==> src/rtl/ps2_pkg.sv <==
// rtl/ps2_pkg.sv - shared PS/2 receiver types and frame constants
package ps2_pkg;

   localparam int DATA_BITS = 8;
   localparam logic START_BIT = 1'b0;
   localparam logic STOP_BIT = 1'b1;
   localparam int BIT_CNT_W = $clog2(DATA_BITS + 1);

   typedef enum logic [1:0] {
      S_IDLE,
      S_DATA,
      S_PARITY,
      S_STOP
   } ps2_state_t;

endpackage

==> src/rtl/ps2_filter.sv <==
// rtl/ps2_filter.sv - two-flop synchroniser plus run-length glitch filter
module ps2_filter #(
   parameter int FILTER_LEN = 8
) (
   input  logic clk,
   input  logic reset_n_i,
   input  logic line,
   output logic level
);

   localparam int CNT_W = $clog2(FILTER_LEN + 1);

   logic             sync1_q;
   logic             sync2_q;
   logic             level_q;
   logic [CNT_W-1:0] run_q;

   // Idle PS/2 level is high, so reset everything to 1 to avoid a false edge.
   always_ff @(posedge clk or negedge reset_n_i) begin
      if (!reset_n_i) begin
         sync1_q <= 1'b1;
         sync2_q <= 1'b1;
         level_q <= 1'b1;
         run_q   <= '0;
      end else begin
         sync1_q <= line;
         sync2_q <= sync1_q;
         if (sync2_q == level_q) begin
            run_q <= '0;
         end else if (run_q == CNT_W'(FILTER_LEN - 1)) begin
            level_q <= sync2_q;
            run_q   <= '0;
         end else begin
            run_q <= run_q + 1'b1;
         end
      end
   end

   assign level = level_q;

endmodule

==> src/rtl/ps2_kbd_rx.sv <==
// rtl/ps2_kbd_rx.sv - PS/2 keyboard frame receiver with parity check and timeout
import ps2_pkg::*;

module ps2_kbd_rx #(
   parameter int FILTER_LEN     = 8,
   parameter int TIMEOUT_CYCLES = 50000
) (
   input  logic       clk,
   input  logic       reset_n_i,
   input  logic       ps2clk_i,
   input  logic       ps2data_i,
   output logic [7:0] code_o,
   output logic       strobe_o,
   output logic       err_o
);

   localparam int TO_W = $clog2(TIMEOUT_CYCLES + 1);

   logic                 clk_f;
   logic                 data_f;
   logic                 clk_prev_q;
   logic                 fall;
   logic                 timeout;
   ps2_state_t           state_q, state_d;
   logic [7:0]           shift_q, shift_d;
   logic [BIT_CNT_W-1:0] bit_cnt_q, bit_cnt_d;
   logic                 parity_ok_q, parity_ok_d;
   logic [TO_W-1:0]      tcnt_q;
   logic                 done_ok, done_err;
   logic [7:0]           code_q;
   logic                 strobe_q, err_q;

   ps2_filter #(.FILTER_LEN(FILTER_LEN)) u_clk_filter (
      .clk       (clk),
      .reset_n_i (reset_n_i),
      .line      (ps2clk_i),
      .level     (clk_f)
   );

   ps2_filter #(.FILTER_LEN(FILTER_LEN)) u_data_filter (
      .clk       (clk),
      .reset_n_i (reset_n_i),
      .line      (ps2data_i),
      .level     (data_f)
   );

   assign fall    = clk_prev_q & ~clk_f;
   // A falling edge in the same cycle restarts the idle count, so it wins over timeout.
   assign timeout = (state_q != S_IDLE) && (tcnt_q == TO_W'(TIMEOUT_CYCLES)) && !fall;

   always_comb begin
      state_d     = state_q;
      shift_d     = shift_q;
      bit_cnt_d   = bit_cnt_q;
      parity_ok_d = parity_ok_q;
      done_ok     = 1'b0;
      done_err    = 1'b0;
      if (timeout) begin
         state_d  = S_IDLE;
         done_err = 1'b1;
      end else if (fall) begin
         case (state_q)
            S_IDLE: begin
               if (data_f == START_BIT) begin
                  state_d   = S_DATA;
                  bit_cnt_d = '0;
               end
            end
            S_DATA: begin
               shift_d   = {data_f, shift_q[7:1]};
               bit_cnt_d = bit_cnt_q + 1'b1;
               if (bit_cnt_q == BIT_CNT_W'(DATA_BITS - 1)) begin
                  state_d = S_PARITY;
               end
            end
            S_PARITY: begin
               parity_ok_d = ^{shift_q, data_f};
               state_d     = S_STOP;
            end
            S_STOP: begin
               if ((data_f == STOP_BIT) && parity_ok_q) begin
                  done_ok = 1'b1;
               end else begin
                  done_err = 1'b1;
               end
               state_d = S_IDLE;
            end
            default: state_d = S_IDLE;
         endcase
      end
   end

   always_ff @(posedge clk or negedge reset_n_i) begin
      if (!reset_n_i) begin
         state_q     <= S_IDLE;
         shift_q     <= '0;
         bit_cnt_q   <= '0;
         parity_ok_q <= 1'b0;
         clk_prev_q  <= 1'b1;
         tcnt_q      <= '0;
         code_q      <= 8'h00;
         strobe_q    <= 1'b0;
         err_q       <= 1'b0;
      end else begin
         state_q     <= state_d;
         shift_q     <= shift_d;
         bit_cnt_q   <= bit_cnt_d;
         parity_ok_q <= parity_ok_d;
         clk_prev_q  <= clk_f;
         strobe_q    <= done_ok;
         err_q       <= done_err;
         if (done_ok) begin
            code_q <= shift_q;
         end
         if ((state_q == S_IDLE) || fall) begin
            tcnt_q <= '0;
         end else if (tcnt_q != TO_W'(TIMEOUT_CYCLES)) begin
            tcnt_q <= tcnt_q + 1'b1;
         end
      end
   end

   assign code_o   = code_q;
   assign strobe_o = strobe_q;
   assign err_o    = err_q;

endmodule

==> config.mk <==
export PLATFORM = sky130hd
export DESIGN_NAME = ps2_kbd_rx
export DESIGN_NICKNAME = d
export VERILOG_FILES = /design/src/rtl/ps2_pkg.sv /design/src/rtl/ps2_filter.sv /design/src/rtl/ps2_kbd_rx.sv
export SDC_FILE = /design/constraint.sdc
export NUM_CORES = 1
export LEC_CHECK = 0
export ABC_AREA = 1
export BUFFER_PORTS_ARGS = -buffer_cell sky130_fd_sc_hd__buf_2
export CAP_MARGIN = 15
export CORE_MARGIN = 2
export CORE_UTILIZATION = 45
export CTS_CLUSTER_SIZE = 16
export DETAILED_ROUTE_END_ITERATION = 6
export HOLD_SLACK_MARGIN = 0.12
export SLEW_MARGIN = 10
export SYNTH_ARGS = -nofsm -noshare
export SYNTH_HDL_FRONTEND = slang
export SYNTH_SLANG_ARGS = --single-unit
==> constraint.sdc <==
create_clock -name clk -period 3.4 [get_ports clk]
set_input_delay 0.68 -clock clk [delete_from_list [all_inputs] [get_ports clk]]
set_output_delay 0.68 -clock clk [all_outputs]
set_load 0.005 [all_outputs]
---- Yosys cells after proc, flatten, opt, wreduce, memory -nomap -nowiden ----
Index checks and enable logic that the tools add are counted.
cells by class
  $add $sub $neg .......................... 4
  equal/unequal tests ..................... 13
  multiplexer cells ....................... 21
  bitwise logic cells ..................... 5
  reduce and logical (&&, ||, !) cells .... 17
operators by type and width
  kind                   number
  $mux 16                2
  $mux 4                 5
  $add 16x1->16 const B  1
  $eq 16x16->1 const B   1
  $ne 16x16->1 const B   1
  $add 4x1->4 const B    3
  $eq 4x3->1 const B     3
  $reduce_and 3->1       3
  $reduce_xor 9->1       1
  $mux 1                 8
  $mux 2                 4
  $pmux 2 s4             1
  $pmux 4 s2             1
  $reduce_bool 2->1      4
  $ne 3x3->1 const B     2
  $eq 2x2->1 const B     2
  $not 1->1              4
  $reduce_and 2->1       2
  $reduce_and 4->1       1
  $logic_and 1x1->1      3
  $eq 1x1->1             2
  $eq 2x1->1 const B     1
  $logic_not 2->1        1
  $ne 2x2->1 const B     1
  3 further kinds        3
word-level totals
  flip-flop bits (word level) ............. 56
  bits of input ports ..................... 4

---- Logic depth before layout (Yosys ltp) ----
Gate-level depths: netlist of run 1.
  depth in word-level cells ............... 6
  mapped depth ............................ 10

---- By module ----
A second synthesis of run 1 with hierarchy kept.
unflattened totals
  cells, all modules ...................... 340
  area total of the unflattened synthesis .. 2,856.5 um2
by module, submodules not included
  module                      instances  cells an instance  area an instance (um2)  seq. area each (um2)
  ps2_kbd_rx                  1          282                2,290.9                 1,052.3
  ps2_filter (u_clk_filter)   1          29                 284.0                   178.9
  ps2_filter (u_data_filter)  1          29                 281.5                   178.9

---- Worst setup path before layout of run 1 ----
No wires, ideal clock.
  kind .................................... register to register
  start ................................... register clk_prev_q
  end ..................................... register code_q[6] (netlist: code_o[6])
  data arrival time ....................... 1.245 ns
  slack ................................... 2.028 ns
  stages on the path, launching flop included .. 6
  path buffers ............................ 0
  clock period less this slack ............ 1.372 ns
  path through ............................ dfstp_2 inv_1 nor2_4 inv_4 nor2_4 mux2_1
on the way
  cells in the longest elaborated chain, start to end .. 4
  elaborated cells on any way between the ends .. 5
  those cells by class .................... mux (2); bitwise (1); reduce/logical (2)
RTL lines
  item                    RTL line           source
  from (decl)             ps2_kbd_rx.sv:21   logic clk_prev_q;
  from (signal assigned)  ps2_kbd_rx.sv:109  clk_prev_q <= clk_f;
  $and 1x1->1 *           ps2_kbd_rx.sv:47   assign fall = clk_prev_q & ~clk_f;
  $logic_not 1->1         ps2_kbd_rx.sv:49   assign timeout = (state_q != S_IDLE) && (tcnt_q == TO_W'(TIMEOUT_CYCLES)) && !fall;
  $logic_and 1x1->1       ps2_kbd_rx.sv:49
  $mux 1 *                ps2_kbd_rx.sv:58   if (timeout) begin
  to (signal assigned)    ps2_kbd_rx.sv:113  code_q <= shift_q;
  to (decl)               ps2_kbd_rx.sv:30   logic [7:0] code_q;
Mark *: on every way between the ends. The rest lies on a longest branch, timed or not.
A chain may end at the register's enable or synchronous reset.

---- Worst setup path after layout of run 1 ----
  start ................................... register state_q[0]
  end ..................................... register state_q[0]
on the way
  cells in the longest elaborated chain, start to end .. 5
  elaborated cells on any way between the ends .. 14
  those cells by class .................... eq/ne (5); mux (3); reduce/logical (6)
RTL lines
  item                                                                RTL line           source
  from (decl)                                                         ps2_kbd_rx.sv:24   ps2_state_t state_q, state_d;
  from (signal assigned)                                              ps2_kbd_rx.sv:105  state_q <= state_d;
  parallel branches: the longest is 5 deep, another holds $pmux 2 s4  n/a
Parallel ways; which one is timed is not known. The select of a mux whose other input is x is not followed.

==> results of run 1 <==
-- where the power goes --
| part | total (W) | leakage, nW | internal (W) | switching, W |
|---|---|---|---|---|
| combinational | 0.000474 | 0.755 | 0.000170 | 0.000304 |
| clock | 0.000380 | 0.0491 | 0.000152 | 0.000228 |
| sequential | 0.000869 | 0.746 | 0.000774 | 0.0000948 |
| total | 0.00172 | 1.55 | 0.00110 | 0.000627 |
-- sequential cells by signal (all words and copies together), names as in the netlist --
register and count:
parity_ok_q 1, clk_prev_q 1, u_clk_filter.level 1, u_data_filter.sync2_q 1, state_q 2, bit_cnt_q 4
shift_q 8, u_data_filter.level 1, err_o 1, u_clk_filter.sync1_q 1, strobe_o 1, u_clk_filter.sync2_q 1
u_clk_filter.run_q 4, tcnt_q 16, code_o 8, u_data_filter.run_q 4, u_data_filter.sync1_q 1
-- layout make-up --
| class | count | area share |
|---|---|---|
| clock buffers | 5 | 0.02279 |
| clock inverters | 3 | 0.008703 |
| inverters | 43 | 0.05429 |
| multi-input cells | 215 | 0.3920 |
| flip-flops and latches | 56 | 0.4671 |
| well taps | 75 | 0.03108 |
| repair buffers | 14 | 0.02404 |
-- cell families (layout without fill, tap and decap cells) --
group	Yosys count	in the layout	share of synthesized area
AOI/OAI and AO/OA	37	37	0.07361
xor gates and xnor gates	13	13	0.04084
adders and majority gates	9	9	0.04040
buffers and inverters	46	65	0.06957
DFF	56	56	0.5058
muxes	2	2	0.008078
and+or+nand+nor	154	154	0.2617
-- stage by stage --
stage	power [W]	utilization	std cells
finish	0.001724	0.5069	411
global placement	0.001350	0.4910	403
CTS	0.001751	0.5069	411
detailed placement	0.001357	0.4910	403
floorplan	0.001265	-	317
global route	0.001865	0.5069	411
-- cell usage in the layout (no fill, tap or decap), types with 6 or more instances in the layout --
| master | Yosys | routed |
|---|---|---|
| o21ai_0 | 12 | 12 |
| nand3_1 | 18 | 18 |
| buf_2 | 1 | 13 |
| xnor2_1 | 6 | 6 |
| ha_1 | 9 | 9 |
| nand2_1 | 69 | 69 |
| a21oi_1 | 16 | 16 |
| inv_1 | 41 | 41 |
| nor2_1 | 37 | 37 |
| nand4_1 | 6 | 6 |
| dfrtp_1 | 49 | 49 |
| dfstp_2 | 7 | 7 |
| xor2_1 | 7 | 7 |
-- synthesized netlist by cell type, drive strengths merged --
| master | count |
|---|---|
| o21a | 1 |
| nor3 | 4 |
| nor2 | 46 |
| or2 | 3 |
| xnor2 | 6 |
| xor2 | 7 |
| a22oi | 1 |
| a21oi | 18 |
| nand2 | 74 |
| buf | 2 |
| mux2 | 2 |
| a32o | 1 |
| o31ai | 1 |
| clkbuf | 1 |
| nand3b | 1 |
| dfrtp | 49 |
| dfstp | 7 |
| inv | 43 |
| ha | 9 |
| nand3 | 20 |
| nand4 | 6 |
| o21ai | 15 |
-- layer usage --
metal,global-route usage,vias to the layer above
met5,0,-
met4,0.04918,0
met3,0.03261,4
met2,0.2597,14
met1,0.2070,913
li1,-,1033
-- worst min path at each step --
| stage | endpoint | slack, ps | cells past startpoint |
|---|---|---|---|
| finish | u_clk_filter.sync2_q$_DFF_PN1_ | 360 | 0 |
| floorplan | u_clk_filter.sync2_q$_DFF_PN1_ | 350 | 0 |
| detailed placement | u_clk_filter.sync2_q$_DFF_PN1_ | 350 | 0 |
| CTS | u_clk_filter.sync2_q$_DFF_PN1_ | 360 | 0 |
| global placement | u_data_filter.sync2_q$_DFF_PN1_ | 350 | 0 |
| global route | u_clk_filter.sync2_q$_DFF_PN1_ | 360 | 0 |
==> impl_metrics.env, run 1 <==
export IMPL_yosysSeqAreaShare=0.5058
export IMPL_ys_seq_elements=56
export IMPL_grtUsageTotal=0.1570
export IMPL_first_iter_violations=109
export IMPL_grt_max_degree=57
export IMPL_hold_buffers=0
export IMPL_die_h_um=82.71
export IMPL_grt_pass1_wl_um=8162
export IMPL_routedWlPerCell_um=11.38
export IMPL_cts_root_buf="clkbuf_8"
export IMPL_synth_cells=317
export IMPL_via_count=1964
export IMPL_ant_nets=0
export IMPL_reg2reg_from="state_q[0]$_DFFE_PN0P_"
export IMPL_start_util=0.4681
export IMPL_cts_path_max_buffers=2
export IMPL_grt_pass1_vias=1849
export IMPL_setup_viol=0
export IMPL_hold_violations=0
export IMPL_endpoint_kind="flop"
export IMPL_post_cts_buffers=0
export IMPL_netlist_area_um2=2788
export IMPL_fin_crit_ps=1759
export IMPL_cpMaxStageDelayCell="dfrtp_1"
export IMPL_drive_gt1_frac=0.1607
export IMPL_synth_top_area_cell="dfrtp_1"
export IMPL_syn_to_final_growth_pct=8.304
export IMPL_endpoint="state_q[0]$_DFFE_PN0P_"
export IMPL_multi_input_area_um2=1184
export IMPL_worstPathRequired_ps=3600
export IMPL_viasPerCell=4.779
export IMPL_wl_met2_um=2148
export IMPL_synth_cell_type_count=35
export IMPL_wl_met3_um=80
export IMPL_rsz0062_at_grt="false"
export IMPL_nets=348
export IMPL_fin_ws_ps=1641
export IMPL_m1WireLength_um=2409
export IMPL_numClockSinks=56
export IMPL_hp_class="flop to flop"
export IMPL_pre_cts_ws_ps=1663
export IMPL_cap_violations=0
export IMPL_fmax_ghz=0.5685
export IMPL_clock_skew_ps=14.75
export IMPL_synth_nets=330
export IMPL_fin_crit_sh=0.5173
export IMPL_path_buf_inv=1
export IMPL_cts_max_level=2
export IMPL_fin_area_um2=3019
export IMPL_top_layer="met4"
export IMPL_postCtsResizedCells=0
export IMPL_reg2reg_setup_slack_ps=1640
export IMPL_tns_ps=0
export IMPL_path_delay_family="simple AND/OR/NAND/NOR gates"
export IMPL_routabilityCongestion=0.8511
export IMPL_drt_drc_violations_left=0
export IMPL_r2r_end="state_q[0]$_DFFE_PN0P_"
export IMPL_dr_pass1_iters=4
export IMPL_n_antenna_cell=0
export IMPL_clock_latency_ps=310
export IMPL_crit_cells=8
export IMPL_path_class="flop to flop"
export IMPL_cp_common_cell="nand2_1"
export IMPL_n_fill_cell=575
export IMPL_path_clk_slew_ps=90
export IMPL_routed_wirelength_um=4678
export IMPL_powerDensity_nw_per_um2=570.9
export IMPL_rows=28
export IMPL_antenna_found_initial=0
export IMPL_holdWs_ps=360.1
export IMPL_status="finished clean"
export IMPL_seq_area_um2=1410
export IMPL_ioPinCount=14
export IMPL_reg2reg_depth=8
export IMPL_crit_chain="inv_1 > ha_1 > nor2_2 > nand3_1 > nand2_1 > nand2_1 > nand2_1 > nand2_1"
export IMPL_worst_pin_slew_ps=702.3
export IMPL_cts_buffers=5
export IMPL_critPathLaunch="state_q[0]$_DFFE_PN0P_"
export IMPL_die_x_um=82.71
export IMPL_coreArea_um2=5956
export IMPL_cts_tree="built"
export IMPL_port_buffers=13
export IMPL_yosys_warnings=0
export IMPL_leakagePower_nw=1.549
export IMPL_hp_start="u_clk_filter.sync1_q$_DFF_PN1_"
export IMPL_cp_arrival_ps=1960
export IMPL_slew_violations=0
export IMPL_dieArea_um2=6840
export IMPL_ir_drop_uv=265.8
export IMPL_synthTopCellsByArea="dfrtp_1 44%, nand2_1 9.3%, dfstp_2 6.6%"
export IMPL_placed_area_um2=2924
export IMPL_grt_overflow=0
export IMPL_slew_headroom=0.5318
export IMPL_cp_max_fo=12
export IMPL_start_kind="flop"
export IMPL_dp_final_hpwl_um=3308
export IMPL_avgSynthCellArea_um2=8.794
export IMPL_synth_top_area_frac=0.4399
export IMPL_slowest_delay_ps=410
Note: power is estimated with default switching activity, not from simulation.
==> inputs of run 2 (changes only) <==
Clock period 3.4 ns to 1.61 ns, I/O delays scaled along.
==> run 2 against run 1 <==
Sequential cell count is the same. Core utilization grew 1.2 points. Sequential power grew 110%. Register-to-register slack lost 1500 ps. Global-route usage grew 0.38 points. Final cell count grew 1.7%. Combinational power grew 140%. Clock power grew 97%. Critical path depth shrank 3. Clock skew shrank 3.2 ps. Via count grew 4.3%. Die area is the same.
==> impl_metrics.env, run 2 (synthesized netlist as in run 1, its figures left out) <==
export IMPL_largest_register="tcnt_q"
export IMPL_busiest_layer="met2"
export IMPL_die_h_um=82.71
export IMPL_status="finished clean"
export IMPL_ioPinCount=14
export IMPL_routedWlPerCell_um=11.87
export IMPL_cp_arrival_ps=1650
export IMPL_cp_max_fo=6
export IMPL_pre_cts_ws_ps=156.6
export IMPL_drt_drc_violations_left=0
export IMPL_min_path_cells=0
export IMPL_layout_common_cells="68 x nand2_1, 49 x dfrtp_1, 39 x inv_1, 37 x nor2_1, 18 x nand3_1"
export IMPL_hold_violations=0
export IMPL_routabilityCongestion=0.7898
export IMPL_use_met1=0.2055
export IMPL_fin_crit_sh=0.9011
export IMPL_start_kind="flop"
export IMPL_cts_tree="built"
export IMPL_hp_class="flop to flop"
export IMPL_cts_buffers=5
export IMPL_reg2reg_setup_slack_ps=160
export IMPL_path_buf_inv=2
export IMPL_viasPerCell=4.900
export IMPL_hold_end="u_data_filter.sync2_q$_DFF_PN1_"
export IMPL_via_count=2048
export IMPL_coreArea_um2=5956
export IMPL_die_x_um=82.71
export IMPL_ant_nets=0
export IMPL_numClockSinks=56
export IMPL_tns_ps=0
export IMPL_dr_pass1_iters=4
export IMPL_n_antenna_cell=0
export IMPL_endpoint_kind="flop"
export IMPL_cap_violations=0
export IMPL_grt_overflow=0
export IMPL_drive_gt1_frac=0.1749
export IMPL_path_clk_slew_ps=100
export IMPL_slew_headroom=0.8033
export IMPL_slew_violations=0
export IMPL_reg2reg_depth=5
export IMPL_grt_max_degree=57
export IMPL_syn_to_final_growth_pct=10.77
export IMPL_grtUsageTotal=0.1608
export IMPL_nets=355
export IMPL_setup_viol=0
export IMPL_rsz0062_at_grt="false"
export IMPL_powerDensity_nw_per_um2=1198
export IMPL_cts_root_buf="clkbuf_8"
export IMPL_use_met2=0.2734
export IMPL_port_buffers=13
export IMPL_grt_pass1_wl_um=8556
export IMPL_slowest_delay_ps=520
export IMPL_ir_drop_uv=568.9
export IMPL_grt_pass1_vias=2038
export IMPL_holdWs_ps=360.3
export IMPL_dp_final_hpwl_um=3524
export IMPL_antenna_found_initial=0
export IMPL_reg2reg_from="clk_prev_q$_DFF_PN1_"
export IMPL_path_delay_family="flip-flops"
export IMPL_cts_path_max_buffers=2
export IMPL_clock_skew_ps=11.54
export IMPL_fin_crit_ps=1451
export IMPL_dieArea_um2=6840
export IMPL_clock_latency_ps=310
export IMPL_hp_start="u_data_filter.sync1_q$_DFF_PN1_"
export IMPL_worstPathRequired_ps=1810
export IMPL_fin_ws_ps=159.2
export IMPL_r2r_end="code_o[6]$_DFFE_PN0P_"
export IMPL_worst_pin_slew_ps=295.0
export IMPL_first_iter_violations=91
export IMPL_cp_common_cell="nor2_4"
export IMPL_path_class="flop to flop"
export IMPL_rows=28
export IMPL_final_common_cell="nand2_1"
export IMPL_grt_util_met3=0.03696
export IMPL_start_util=0.4681
export IMPL_crit_chain="inv_1 > nor2_4 > inv_4 > nor2_4 > mux2_1"
export IMPL_cts_max_level=2
export IMPL_cpMaxStageDelayCell="dfstp_2"
export IMPL_leakagePower_nw=1.579
export IMPL_largest_reg_flops=16
export IMPL_routed_wirelength_um=4963
export IMPL_fmax_ghz=0.6893
export IMPL_n_fill_cell=577
## run 2: changes by cell type in the layout (fill, tap and decap cells not counted), moves of 2 or more
cell,before,now
buf_4,1,4
clkbuf_1,0,2
dlygate4sd3_1,0,3
inv_1,41,39
inv_2,1,3
inv_6,2,0
## run 2: how the worst max path moves through the flow
| stage | start | to | cells past startpoint |
|---|---|---|---|
| after floorplan | clk_prev_q$_DFF_PN1_ | code_o[6]$_DFFE_PN0P_ | 5 |
| after global placement | state_q[0]$_DFFE_PN0P_ | state_q[1]$_DFFE_PN0P_ | 8 |
| after detailed placement | state_q[0]$_DFFE_PN0P_ | state_q[0]$_DFFE_PN0P_ | 8 |
| after CTS | state_q[0]$_DFFE_PN0P_ | tcnt_q[1]$_DFFE_PN0P_ | 7 |
| after global routing | state_q[1]$_DFFE_PN0P_ | state_q[1]$_DFFE_PN0P_ | 9 |
| final | clk_prev_q$_DFF_PN1_ | code_o[6]$_DFFE_PN0P_ | 5 |
## run 2: metal layers
| layer | vias to the layer above | share of wire |
|---|---|---|
| li1 | 1054 | - |
| met5 | - | 0 |
| met4 | 0 | 0.014 |
| met3 | 7 | 0.020 |
| met2 | 19 | 0.47 |
| met1 | 968 | 0.49 |
## run 2: area by class of cell
class / instances / area (µm²) / area share
Tap cell: 75 / 93.84 / 0.03039
Clock buffer: 7 / 76.32 / 0.02472
Clock inverter: 1 / 5.005 / 0.001621
Multi-Input combinational cell: 215 / 1194 / 0.3865
Sequential cell: 56 / 1410 / 0.4566
Inverter: 43 / 163.9 / 0.05308
Timing Repair Buffer: 21 / 145.1 / 0.04700
## run 2: per-stage QoR
stage	util	std cells	power [W]	cell area [µm²]
after floorplan	-	317	0.002671	2788
final	0.5185	418	0.003698	3088
after global placement	0.4981	407	0.002925	2967
after global routing	0.5185	418	0.003999	3088
after CTS	0.5168	418	0.003716	3078
after detailed placement	0.4981	407	0.002944	2967
## run 2: where the power goes
group	total [W]	switching, W	internal, W
Clock	0.000749	0.000442	0.000307
Sequential	0.00183	0.000196	0.00163
Combinational	0.00112	0.000677	0.000441
Total	0.00370	0.00131	0.00238
## run 2: repair_timing
item	4_1_cts	5_1_grt
resized for setup	0	5
setup endpoints to repair	0	7
hold buffers	3	0
buffers inserted	0	0
hold endpoints to repair	51	0
